File: src/rtl/mux_arbiter.sv
// mux_arbiter
// Packet-level controller for the 2:1 flit mux in the router output stage.
// Grants one input port from its HEAD flit through its TAIL flit (wormhole
// lock), back-pressures the losing port, resolves contention between packets
// round-robin, and force-releases a lock whose packet exceeds MAXLEN flits.
//
// Ports:
//   clk        in   single clock, rising edge
//   rst        in   synchronous, active-high reset
//   ivalid_0/1 in   flit valid on port 0 / port 1
//   itype_0/1  in   flit type field on port 0 / port 1
//   ordy       in   downstream accepts a flit this cycle
//   sel        out  one-hot mux select (01 = port 0, 10 = port 1, 00 = none)
//   irdy_0/1   out  upstream ready for port 0 / port 1 (combinational)
//   busy       out  a packet lock is held
//   err_wdog   out  one-cycle pulse when the watchdog forces a release
//   pkt_cnt_0/1 out completed packets per port, wrapping
module mux_arbiter #(
    parameter int unsigned            TYPEW     = 2,
    parameter logic [TYPEW-1:0]       TYPE_NONE = TYPEW'(0),
    parameter logic [TYPEW-1:0]       TYPE_HEAD = TYPEW'(1),
    parameter logic [TYPEW-1:0]       TYPE_DATA = TYPEW'(2),
    parameter logic [TYPEW-1:0]       TYPE_TAIL = TYPEW'(3),
    parameter int unsigned            MAXLEN    = 32,
    parameter int unsigned            CNTW      = 16
) (
    input  logic             clk,
    input  logic             rst,
    input  logic             ivalid_0,
    input  logic             ivalid_1,
    input  logic [TYPEW-1:0] itype_0,
    input  logic [TYPEW-1:0] itype_1,
    input  logic             ordy,
    output logic [1:0]       sel,
    output logic             irdy_0,
    output logic             irdy_1,
    output logic             busy,
    output logic             err_wdog,
    output logic [CNTW-1:0]  pkt_cnt_0,
    output logic [CNTW-1:0]  pkt_cnt_1
);

    // Flit count at which a non-TAIL transfer is the MAXLEN-th flit.
    localparam logic [7:0] FCNT_LIMIT = 8'(MAXLEN - 1);

    // Catch illegal configurations at elaboration time.
    if ((MAXLEN < 2) || (MAXLEN > 255)) begin : g_bad_maxlen
        $error("mux_arbiter: MAXLEN must lie within 2..255");
    end
    if ((TYPE_NONE == TYPE_HEAD) || (TYPE_NONE == TYPE_DATA) ||
        (TYPE_NONE == TYPE_TAIL) || (TYPE_HEAD == TYPE_DATA) ||
        (TYPE_HEAD == TYPE_TAIL) || (TYPE_DATA == TYPE_TAIL)) begin : g_bad_types
        $error("mux_arbiter: flit type encodings must be distinct");
    end

    typedef enum logic [1:0] {
        IDLE  = 2'b00,
        LOCK0 = 2'b01,
        LOCK1 = 2'b10
    } state_t;

    state_t          state_q, state_d;
    logic            last_q, last_d;
    logic [7:0]      fcnt_q, fcnt_d;
    logic            wdog_d;
    logic [1:0]      sel_d;
    logic [CNTW-1:0] cnt0_d, cnt1_d;

    logic            head_0, head_1;
    logic            xfer;
    logic            is_tail;

    // Ready depends only on the lock state and ordy, never on ivalid.
    assign irdy_0 = (state_q == LOCK0) && ordy;
    assign irdy_1 = (state_q == LOCK1) && ordy;

    always_comb begin
        state_d = state_q;
        last_d  = last_q;
        fcnt_d  = fcnt_q;
        wdog_d  = 1'b0;
        cnt0_d  = pkt_cnt_0;
        cnt1_d  = pkt_cnt_1;
        xfer    = 1'b0;
        is_tail = 1'b0;
        sel_d   = 2'b00;

        head_0 = ivalid_0 && (itype_0 == TYPE_HEAD);
        head_1 = ivalid_1 && (itype_1 == TYPE_HEAD);

        unique case (state_q)
            IDLE: begin
                // Head detection runs regardless of ordy. On a tie the port
                // that was not granted last wins (last_q = 1 favours port 0).
                if (head_0 && (!head_1 || last_q)) begin
                    state_d = LOCK0;
                    last_d  = 1'b0;
                    fcnt_d  = '0;
                end else if (head_1) begin
                    state_d = LOCK1;
                    last_d  = 1'b1;
                    fcnt_d  = '0;
                end
            end
            LOCK0: begin
                xfer    = ivalid_0 && ordy;
                is_tail = (itype_0 == TYPE_TAIL);
            end
            LOCK1: begin
                xfer    = ivalid_1 && ordy;
                is_tail = (itype_1 == TYPE_TAIL);
            end
            default: begin
                state_d = IDLE;
            end
        endcase

        if (xfer) begin
            fcnt_d = fcnt_q + 8'd1;
            if (is_tail || (fcnt_q == FCNT_LIMIT)) begin
                if (is_tail) begin
                    if (state_q == LOCK0) begin
                        cnt0_d = pkt_cnt_0 + CNTW'(1);
                    end else begin
                        cnt1_d = pkt_cnt_1 + CNTW'(1);
                    end
                end else begin
                    wdog_d = 1'b1;
                end
                // A HEAD already waiting on the other port takes over on the
                // same edge, giving a zero-bubble hand-off.
                if ((state_q == LOCK0) && head_1) begin
                    state_d = LOCK1;
                    last_d  = 1'b1;
                    fcnt_d  = '0;
                end else if ((state_q == LOCK1) && head_0) begin
                    state_d = LOCK0;
                    last_d  = 1'b0;
                    fcnt_d  = '0;
                end else begin
                    state_d = IDLE;
                end
            end
        end

        unique case (state_d)
            LOCK0:   sel_d = 2'b01;
            LOCK1:   sel_d = 2'b10;
            default: sel_d = 2'b00;
        endcase
    end

    always_ff @(posedge clk) begin
        if (rst) begin
            state_q   <= IDLE;
            last_q    <= 1'b1;
            fcnt_q    <= '0;
            sel       <= 2'b00;
            busy      <= 1'b0;
            err_wdog  <= 1'b0;
            pkt_cnt_0 <= '0;
            pkt_cnt_1 <= '0;
        end else begin
            state_q   <= state_d;
            last_q    <= last_d;
            fcnt_q    <= fcnt_d;
            sel       <= sel_d;
            busy      <= (state_d != IDLE);
            err_wdog  <= wdog_d;
            pkt_cnt_0 <= cnt0_d;
            pkt_cnt_1 <= cnt1_d;
        end
    end

endmodule
File: config.mk
export PLATFORM = sky130hd
export DESIGN_NAME = mux_arbiter
export DESIGN_NICKNAME = d
export VERILOG_FILES = /design/src/rtl/mux_arbiter.sv
export SDC_FILE = /design/constraint.sdc
export NUM_CORES = 1
export LEC_CHECK = 0
export BUFFER_PORTS_ARGS = -buffer_cell sky130_fd_sc_hd__buf_2
export CAP_MARGIN = 20
export CORE_MARGIN = 2
export CORE_UTILIZATION = 45
export DETAILED_ROUTE_END_ITERATION = 8
export PLACE_DENSITY = 0.72
export SLEW_MARGIN = 15
export SYNTH_ARGS = -nofsm -noshare
export SYNTH_HDL_FRONTEND = slang
export SYNTH_SLANG_ARGS = --single-unit
File: constraint.sdc
create_clock -name clk -period 2.4 [get_ports clk]
set_input_delay 0.48 -clock clk [delete_from_list [all_inputs] [get_ports clk]]
set_output_delay 0.48 -clock clk [all_outputs]
set_load 0.02 [all_outputs]
* Yosys cells after proc, flatten, opt, wreduce, memory -nomap -nowiden *
Index checks and enable logic that the tools add are counted.

word-level totals
  bits in registers = 47
  bits of input ports = 9
  output and inout port bits = 38
  logic and storage cells = 69

cells by class
  $add $sub $neg = 3
  eq/ne operators = 9
  mux-type cells = 25
  bitwise gates (word level) = 3
  reductions and logical operators = 21

operator list
  operator                                             number
  two-way mux 8 bit                                    7
  adder 16 x 1 -> 16 bit, second input constant        2
  two-way mux 2 bit                                    5
  logical AND 1 bit                                    9
  two-way mux 1 bit                                    9
  adder 8 x 1 -> 8 bit, second input constant          1
  equality test 2 x 1 -> 1 bit, second input constant  4
  equality test 2 bit, second input constant           4
  equality test 8 x 5 -> 1 bit, second input constant  1
  one-hot mux 2 bit (2 select lines)                   2
  AND reduction 4 bit                                  2
  one-hot mux 1 bit (2 select lines)                   2
  nonzero test 2 bit                                   2
  inverter 1 bit                                       3
  nonzero test 3 bit                                   1
  OR reduction 3 bit                                   1
  zero test 2 bit                                      1
  logical OR 1 bit                                     2
  AND reduction 2 bit                                  1
  OR reduction 2 bit                                   1
  zero test 1 bit                                      1

* Depth between registers and ports, before layout *
Gate-level depths: netlist of the first run.

  depth in word-level cells = 11
  depth in mapped cells = 8
  depth with buffers taken out = 7

* Worst setup path before layout of the first run *
Ideal clock, no wire load.

  path type = register -> register
  start point = register state_q[0]
  end point = register pkt_cnt_1[13]
  arrival = 1.913 ns
  required time = 2.272 ns
  setup slack = 0.359 ns
  cell stages (with the launch flop) = 8
  path buffers = 0
  cells stage by stage = dfxtp_1 -> inv_1 -> ha_1 -> nand3b_4 -> a2111oi_4 -> nand4_1 -> xor2_1 -> nor2_1

on the way
  cells in the longest elaborated chain, start to end = 4

RTL lines
  element                                                                     RTL line  text
  start: declaration                                                          62        state_t state_q, state_d;
  start signal: assignment                                                    164       state_q <= state_d;
  equality test 2 bit / equality test 2 x 1 -> 1 bit (equally long branches)  91, 122
  one-hot mux 1 bit (2 select lines)                                          91        unique case (state_q)
  logical OR 1 bit                                                            120       if (is_tail || (fcnt_q == FCNT_LIMIT)) begin
  AND reduction 4 bit (no source line) *                                      --
  end signal: assignment                                                      171       pkt_cnt_1 <= cnt1_d;
  end: declaration                                                            40        output logic [CNTW-1:0] pkt_cnt_1

Mark *: on every way between the ends. The rest lies on a longest branch, timed or not.
A chain may end at the register's enable or synchronous reset.

* Final worst setup path of the first run *
  start point = register state_q[0]
  end point = register fcnt_q[7]

on the way
  cells in the longest elaborated chain, start to end = 6

RTL lines
  element                 RTL line  text
  equality test 2 bit     91, 136
  logical AND 1 bit       136       end else if ((state_q == LOCK1) && head_0) begin
  two-way mux 8 bit       136
  two-way mux 8 bit       132       if ((state_q == LOCK0) && head_1) begin
  two-way mux 8 bit       120
  two-way mux 8 bit       118       if (xfer) begin
  end signal: assignment  166       fcnt_q <= fcnt_d;
  end: declaration        64        logic [7:0] fcnt_q, fcnt_d;

Several ways; a longest one is shown, not always the timed one.

==> results of run 1 <==
## cells in the mapped netlist
library cell	number	area [µm²]
and2_1	6	37.54
o21ai_0	6	30.03
a211oi_1	1	7.510
a32oi_1	1	8.760
a221o_1	1	10.01
clkbuf_1	7	26.28
nand4b_1	4	35.03
o21a_1	1	7.510
nand3_2	2	20.02
ha_1	6	75.07
xor2_1	30	262.8
buf_4	1	7.510
o21bai_1	1	7.510
and2_2	1	7.510
nor2_1	46	172.7
nand3_1	10	50.05
nand4_1	20	125.1
nor2_4	1	11.26
a22oi_1	1	7.510
xnor2_1	3	26.28
o31ai_1	1	7.510
nand2_1	22	82.58
or2_2	1	6.260
nand3b_4	1	20.02
mux2i_4	1	22.52
a31oi_1	1	6.260
and4b_1	2	20.02
a2111oi_4	2	55.05
and3_1	7	43.79
o21ai_2	1	8.760
mux2i_1	3	30.03
a21oi_1	7	35.03
inv_1	4	15.01
a211oi_4	1	20.02
or3_1	3	18.77
buf_1	1	3.750
nand3b_1	3	22.52
a211o_1	1	8.760
nand2b_1	2	12.51
dfxtp_1	47	940.9
and4_1	2	17.52
nor3_1	4	20.02
## per-stage QoR
| stage | instance area, µm² | setup WS, ns | power (mW) | cells | utilization [%] |
|---|---|---|---|---|---|
| after floorplan | 2354 | 0.3590 | 0.8835 | 266 | - |
| after global placement | 2671 | 0.2804 | 0.9157 | 378 | 52.64 |
| after detailed placement | 2671 | 0.1741 | 0.9162 | 378 | 52.64 |
| after CTS | 2786 | 0.1742 | 1.511 | 386 | 54.91 |
| after global routing | 2786 | 0.008385 | 1.554 | 386 | 54.91 |
| final | 2786 | 0.1565 | 1.495 | 386 | 54.91 |
## layout make-up
class | instances | area [µm²] | area share [%]
clock buffer | 5 | 68.82 | 2.470
clock inverter | 3 | 46.29 | 1.661
inverter | 4 | 15.01 | 0.5388
multi-input combinational | 206 | 1360 | 48.81
sequential | 47 | 940.9 | 33.77
tap | 70 | 87.58 | 3.143
timing repair buffer | 51 | 267.8 | 9.609
## per-layer routing
metal  part of all wire, %  wire length, µm  up-vias
li1                      -                -     1027
met3                   4.3              206        6
met1                    48             2278      917
met4                   1.2               57        0
met5                     0                0        -
met2                    47             2216       46
## sequential cells by signal, summed over array words and instances, names as in the netlist
name / flops
fcnt_q: 8
busy: 1
pkt_cnt_1: 16
last_q: 1
sel: 2
err_wdog: 1
state_q: 2
pkt_cnt_0: 16
## worst paths after layout
path	from	to	slack [ns]	depth (start not counted)
worst max-delay path	state_q[0]	fcnt_q[7]	0.16	7
worst min-delay path	pkt_cnt_0[4]	pkt_cnt_0[4]	0.51	2
worst max register to register	state_q[0]	fcnt_q[7]	0.16	7
worst min register to register	pkt_cnt_0[4]	pkt_cnt_0[4]	0.51	2
## tightest hold or removal path, cell delays in order, from the launching register on
cell     delay, ns
dfxtp_1       0.34
o21ai_0       0.08
a21oi_1       0.06
## cells by family (layout without fill, tap and decap cells)
family / Yosys count / in the layout
muxes: 4 / 4
and+or+nand+nor: 137 / 137
adders and majority gates: 6 / 6
AOI/OAI and AO/OA: 26 / 26
DFF: 47 / 47
xor gates and xnor gates: 33 / 33
buffers and inverters: 13 / 63
## power groups by stage
| stage | clock network [mW] | logic (mW) | registers, mW |
|---|---|---|---|
| floorplan | 0 | 0.0690 | 0.814 |
| detailed placement | 0 | 0.106 | 0.810 |
| CTS | 0.613 | 0.107 | 0.792 |
| finish | 0.596 | 0.107 | 0.792 |
| global route | 0.643 | 0.117 | 0.793 |
| global placement | 0 | 0.106 | 0.810 |
==> reports/results.txt, run 1 <==
# DRC: 0
Initial Util: 46.38%
Crit path largest cell delay: 0.47 ns
antenna diode count: 0
nature of the critical path endpoint: flip-flop
routing usage on met1: 22.21%
Crit path required time: 2.64 ns
Pre-antenna DRT Iters: 4
Cell variety after synth: 42
number of max-cap violations: 0
commonest non-fill, non-tap cell in the layout: dfxtp_1
die area: 0.005825 mm²
hold-fix buffer count after cts: 0
share of cells above drive strength 1: 22.15%
initial antenna violation count: 0
Power per Cell Area: 536.6 mW/mm²
FILL cells: 516
DPL Wire Length: 3460 µm
crit path launch type: flip-flop
Slew Limit Headroom: 66.74%
Hold/Removal Path Class: reg2reg
TritonCTS clock tree: done
CTS Buf Count: 5
Compound-Gate Fraction of Synth Area: 9.357%
P_sw: 357.1 µW
vias in the first global route: 1812
Post-Synth XOR/XNOR Area: 12.28%
Synth Cell Area: 0.002354 mm²
Post-CTS Resized: 0
FP Rows: 26
final hold vios: 0
GRT Resource Usage Total: 17.15%
Adder-Cell Fraction of Synth Area: 3.190%
drt first-iter violations: 157
Least-Margin Pin Slew: 0.4989 ns
Switching Fraction: 23.88%
critical path class: reg2reg
Max Fclk: 0.4457 GHz
total negative setup slack: 0 ns
clock latency on the worst-skew pair: 0.30 ns
CTS Buffer Depth: 2
worst path bufs/invs: 1
clock sink total: 47
Area Growth Syn to Fin: 18.39%
RD Place Congestion: 0.9409
I/O Buffers: 46
Net Count, Synth: 281
# H-tree levels: 2
status: finished clean
most frequent cells in the layout: 47 x dfxtp_1, 46 x nor2_1, 46 x buf_2
final number of setup-violating endpoints: 0
drt via density: 5.171
leak pwr: 1.177 nW
core area: 0.005075 mm²
Slew Viols, Final: 0
CP max-delay cell: mux2i_4
met2 global-route usage: 27.08%
Synth Instances: 266
register area share after synthesis: 39.98%
clock root buffer master: clkbuf_8
Seq pwr share: 53.0%
gr ovfl total: 0
CP Data Arrival Time: 2.48 ns
synthesized-area fraction occupied by and/or/nand/nor cells: 30.73%
syn_area_per_cell: 8.848 µm²
Clk pwr share: 39.9%
skew final: 0.004538 ns
crit share post-route: 93.48%
postcts setup bufs: 0
YS warnings: 0
met3 Use GR: 4.858%
Post-Route WL: 4758 µm
worst path cell trace: inv_1 -> ha_1 -> mux2i_4 -> nor2_4 -> o21a_1 -> a221o_1 -> a21oi_1
post-synthesis mux area share: 2.233%
largest family of logic cells by synthesized area: simple AND/OR/NAND/NOR gates
flops & latches, synth: 47
CTS clock-pin slew for the worst setup and hold paths: 0.09 ns
Crit path max-delay family: compound AO/OA/AOI/OAI gates
fin crit period: 2.243 ns
largest net degree at the start of global routing: 26
Die Wd: 76.32 µm
Top Ports: 47
GRT Max-Usage Layer: met2
combinational power share: 7.1%
maximum vdd drop: 0.0002522 V
RSZ-0062 raised after global routing: no
die outline height: 76.32 µm
CP max FO: 10
wire per inst: 12.33 µm
Final Hold Slack: 0.5132 ns
P_int: 1.138 mW
vias: 1996
Final nets: 330
post-route ant nets: 0
global-route wire length before repair: 8183 µm
No activity file was read; power rests on OpenSTA's default activity.
==> run 2: changes to the inputs <==
CTS_BUF_LIST = sky130_fd_sc_hd__clkbuf_16   (was default)
==> reports/results.txt, run 2 (synthesis gave the netlist of run 1 again) <==
critical path class: reg2reg
crit path launch type: flip-flop
initial antenna violation count: 0
wire per inst: 12.70 µm
clock root buffer master: clkbuf_16
TritonCTS clock tree: done
gr ovfl total: 0
Slew Limit Headroom: 67.13%
commonest non-fill, non-tap cell in the layout: dfxtp_1
Final nets: 330
vias: 1997
final hold vios: 0
Area Growth Syn to Fin: 20.79%
r2r endpoint: fcnt_q[7]
postcts setup bufs: 0
met3 Use GR: 4.502%
skew final: 0.005316 ns
CP max FO: 10
post-route ant nets: 0
DPL Wire Length: 3460 µm
RD Place Congestion: 0.9409
clock latency on the worst-skew pair: 0.29 ns
Least-Margin Pin Slew: 0.4931 ns
Crit path max-delay family: compound AO/OA/AOI/OAI gates
most frequent cells in the layout: 47 x dfxtp_1, 46 x nor2_1, 46 x buf_2
crit share post-route: 92.57%
global-route wire length before repair: 8390 µm
Hold/Removal Path Class: reg2reg
drt via density: 5.174
fin crit period: 2.222 ns
worst setup margin: 0.1784 ns
final number of setup-violating endpoints: 0
reg-to-reg startpoint: state_q[0]
crit path launch: state_q[0]
routing usage on met1: 22.14%
Max Fclk: 0.4501 GHz
R2R cell count: 7
Post-CTS Resized: 0
biggest regs: pkt_cnt_0 (16), pkt_cnt_1 (16), fcnt_q (8)
worst path cell trace: inv_1 -> ha_1 -> mux2i_4 -> nor2_4 -> o21a_1 -> a221o_1 -> a21oi_1
Power per Cell Area: 598.4 mW/mm²
status: finished clean
CTS Buffer Depth: 2
largest net degree at the start of global routing: 26
leak pwr: 1.202 nW
Reg area: 940.9 µm²
GRT Max-Usage Layer: met2
Initial Util: 46.38%
reg-to-reg slack, setup: 0.18 ns
vias in the first global route: 1861
Crit path largest cell delay: 0.47 ns
Pre-antenna DRT Iters: 4
die outline height: 76.32 µm
total negative setup slack: 0 ns
maximum vdd drop: 0.0003217 V
pre-CTS setup slack: 0.1741 ns
Die Wd: 76.32 µm
GRT Resource Usage Total: 17.65%
clock sink total: 47
CTS Buf Count: 5
RSZ-0062 raised after global routing: no
die area: 0.005825 mm²
CP Data Arrival Time: 2.44 ns
Top Ports: 47
nature of the critical path endpoint: flip-flop
hold-fix buffer count after cts: 0
Multi-input gate area: 0.001360 mm²
Post-Route WL: 4904 µm
antenna diode count: 0
number of max-cap violations: 0
Crit path required time: 2.62 ns
FP Rows: 26
CP endpoint: fcnt_q[7]
FILL cells: 506
Crit path depth: 7
met2 global-route usage: 28.67%
Tot Pwr: 1.701 mW
CP max-delay cell: mux2i_4
worst min-delay path startpoint: pkt_cnt_0[4]
core area: 0.005075 mm²
share of cells above drive strength 1: 22.15%
# H-tree levels: 2
Final Hold Slack: 0.5115 ns
Slew Viols, Final: 0
I/O Buffers: 46
# DRC: 0
worst path bufs/invs: 1
CTS clock-pin slew for the worst setup and hold paths: 0.06 ns
drt first-iter violations: 141
## run 2: cell counts in the layout (fill, tap and decap cells not counted)
Identical to the previous run, type by type.
## run 2: metal layers
metal / routed length [µm] / up-vias
met5: 0 / -
met4: 74 / 0
met3: 196 / 6
met2: 2309 / 40
met1: 2324 / 926
li1: - / 1025
## run 2: through the flow
stage	utilization, %	cell area [µm²]	std cells
after floorplan	-	2354	266
final	56.02	2843	386
after global placement	52.64	2671	378
after global routing	56.02	2843	386
after CTS	56.02	2843	386
after detailed placement	52.64	2671	378
## run 2: how the worst min path moves through the flow
stage                          to  slack, ns  depth (start not counted)
CTS                     fcnt_q[7]       0.51                          2
floorplan               fcnt_q[7]       0.46                          2
global placement        fcnt_q[7]       0.49                          2
detailed placement  pkt_cnt_0[15]       0.50                          2
finish               pkt_cnt_0[4]       0.51                          2
global route            fcnt_q[7]       0.54                          2
## run 2: report_power, final
part | internal, mW | leakage, nW | switching [mW]
registers | 0.787 | 0.379 | 0.00560
clock network | 0.495 | 0.0804 | 0.307
logic | 0.0377 | 0.743 | 0.0692
total | 1.32 | 1.20 | 0.381
## run 2: final cells by class
class / count / area share [%]
Inverter: 4 / 0.5282
Tap cell: 70 / 3.081
Clock inverter: 3 / 1.629
Multi-Input combinational cell: 206 / 47.84
Timing Repair Buffer: 51 / 9.419
Sequential cell: 47 / 33.10
Clock buffer: 5 / 4.401
## run 2: tightest hold or removal path, cell delays in order (launching register included)
cell     delay (ns)
dfxtp_1        0.33
o21ai_0        0.08
a21oi_1        0.06
==> run 3: changes to the inputs <==
clock period = 2.57 ns   (was 2.4 ns; I/O delays follow)
==> reports/results.txt, run 3 (synthesis gave the netlist of run 1 again) <==
skew final: 0.003464 ns
commonest non-fill, non-tap cell in the layout: dfxtp_1
fin crit period: 2.305 ns
DPL Wire Length: 3457 µm
status: finished clean
Slew Viols, Final: 0
R2R cell count: 7
Initial Util: 46.38%
global-route wire length before repair: 8086 µm
FP Rows: 26
maximum vdd drop: 0.0002767 V
r2r endpoint: pkt_cnt_1[9]
CP max FO: 9
Post-Route WL: 4819 µm
Pre-antenna DRT Iters: 4
post-route ant nets: 0
RD Place Congestion: 0.8038
total negative setup slack: 0 ns
final hold vios: 0
Crit path depth: 7
# H-tree levels: 2
drt first-iter violations: 159
core area: 0.005075 mm²
final number of setup-violating endpoints: 0
Max Fclk: 0.4338 GHz
Hold/Removal Path Class: reg2reg
crit share post-route: 89.71%
CP Data Arrival Time: 2.47 ns
reg-to-reg slack, setup: 0.26 ns
die outline height: 76.32 µm
Clk pwr share: 45.6%
CTS Buffer Depth: 2
worst path cell trace: inv_1 -> ha_1 -> nand3b_4 -> a2111oi_4 -> nand4_1 -> xor2_1 -> nor2_1
Seq pwr share: 47.9%
leak pwr: 1.192 nW
most frequent cells in the layout: 47 x dfxtp_1, 46 x nor2_1, 46 x buf_2
Post-CTS Resized: 0
nature of the critical path endpoint: flip-flop
I/O Buffers: 46
critical path class: reg2reg
P_sw: 325.7 µW
clock sink total: 47
P_int: 1.220 mW
CTS clock-pin slew for the worst setup and hold paths: 0.06 ns
GRT Resource Usage Total: 16.83%
Least-Margin Pin Slew: 0.5932 ns
post-route non-filler standard cell count: 383
# DRC: 0
Switching Fraction: 21.07%
Power per Cell Area: 548.9 mW/mm²
Die Wd: 76.32 µm
wire per inst: 12.58 µm
Crit path required time: 2.73 ns
reg-to-reg startpoint: state_q[0]
hold worst-path end: pkt_cnt_0[4]
number of max-cap violations: 0
drt via density: 5.167
Area Growth Syn to Fin: 19.62%
antenna diode count: 0
crit path launch type: flip-flop
RSZ-0062 raised after global routing: no
vias in the first global route: 1820
Crit path max-delay family: compound AO/OA/AOI/OAI gates
worst path bufs/invs: 1
CP max-delay cell: a2111oi_4
Slew Limit Headroom: 60.46%
die area: 0.005825 mm²
FILL cells: 487
share of cells above drive strength 1: 21.09%
Crit path largest cell delay: 0.64 ns
worst min-delay path startpoint: pkt_cnt_0[4]
Final nets: 328
Top Ports: 47
gr ovfl total: 0
initial antenna violation count: 0
combinational power share: 6.5%
hold depth: 2
TritonCTS clock tree: done
vias: 1979
biggest regs: pkt_cnt_0 (16), pkt_cnt_1 (16), fcnt_q (8)
post-placement cell count: 376
postcts setup bufs: 0
largest net degree at the start of global routing: 32
clock root buffer master: clkbuf_16
clock latency on the worst-skew pair: 0.28 ns
hold-fix buffer count after cts: 0
CTS Buf Count: 5
## run 3: cell count changes in the layout (fill, tap and decap cells not counted)
cell,previous run,this run
buf_4,5,3
clkinvlp_4,1,0
inv_1,4,5
inv_6,1,0
## run 3: power groups by stage
| stage | clock [mW] | sequential (mW) | combinational, mW |
|---|---|---|---|
| final | 0.705 | 0.741 | 0.100 |
| after global routing | 0.741 | 0.741 | 0.109 |
| after CTS | 0.720 | 0.740 | 0.101 |
| after detailed placement | 0 | 0.757 | 0.0996 |
| after global placement | 0 | 0.757 | 0.0984 |
| after floorplan | 0 | 0.761 | 0.0644 |
## run 3: routing by layer
| metal | GRT usage, % | part of all wire (%) | up-vias |
|---|---|---|---|
| met4 | 5.455 | 1.2 | 0 |
| li1 | - | - | 1017 |
| met1 | 20.46 | 48 | 919 |
| met5 | 0 | 0 | - |
| met2 | 29.38 | 47 | 37 |
| met3 | 3.910 | 4.3 | 6 |
## run 3: worst reg2reg max path: stages, from the launching register on
cell and delay, ns:
dfxtp_1 0.42, inv_1 0.13, ha_1 0.32, nand3b_4 0.25
a2111oi_4 0.64, nand4_1 0.20, xor2_1 0.17, nor2_1 0.05
## run 3: worst max-delay path by stage
stage                from            end  slack (ns)
6_report       state_q[0]   pkt_cnt_1[9]        0.26
4_1_cts        state_q[0]      fcnt_q[7]        0.26
5_1_grt        state_q[0]  pkt_cnt_1[15]        0.09
2_1_floorplan  state_q[0]  pkt_cnt_1[13]        0.53
3_3_place_gp   state_q[0]   pkt_cnt_1[3]        0.38
3_5_place_dp   state_q[1]  pkt_cnt_1[15]        0.28
## run 3: stage by stage
step	utilization, %	setup WS [ns]	power [mW]	hold slack (ns)	cell area [µm²]
floorplan	-	0.5290	0.8250	0.4578	2354
global route	55.47	0.08881	1.592	0.5444	2815
finish	55.47	0.2646	1.545	0.5069	2815
global placement	52.34	0.3790	0.8549	0.4725	2656
CTS	55.47	0.2622	1.561	0.5038	2815
detailed placement	52.34	0.2832	0.8564	0.4923	2656
## run 3: layout make-up
cell class	instances	area (µm²)	share of cell area (%)
clock buffers	5	125.1	4.444
clock inverters	2	33.78	1.200
inverters	4	15.01	0.5333
multi-input cells	206	1360	48.31
flip-flops and latches	47	940.9	33.42
well taps	70	87.58	3.111
repair buffers	49	252.7	8.978
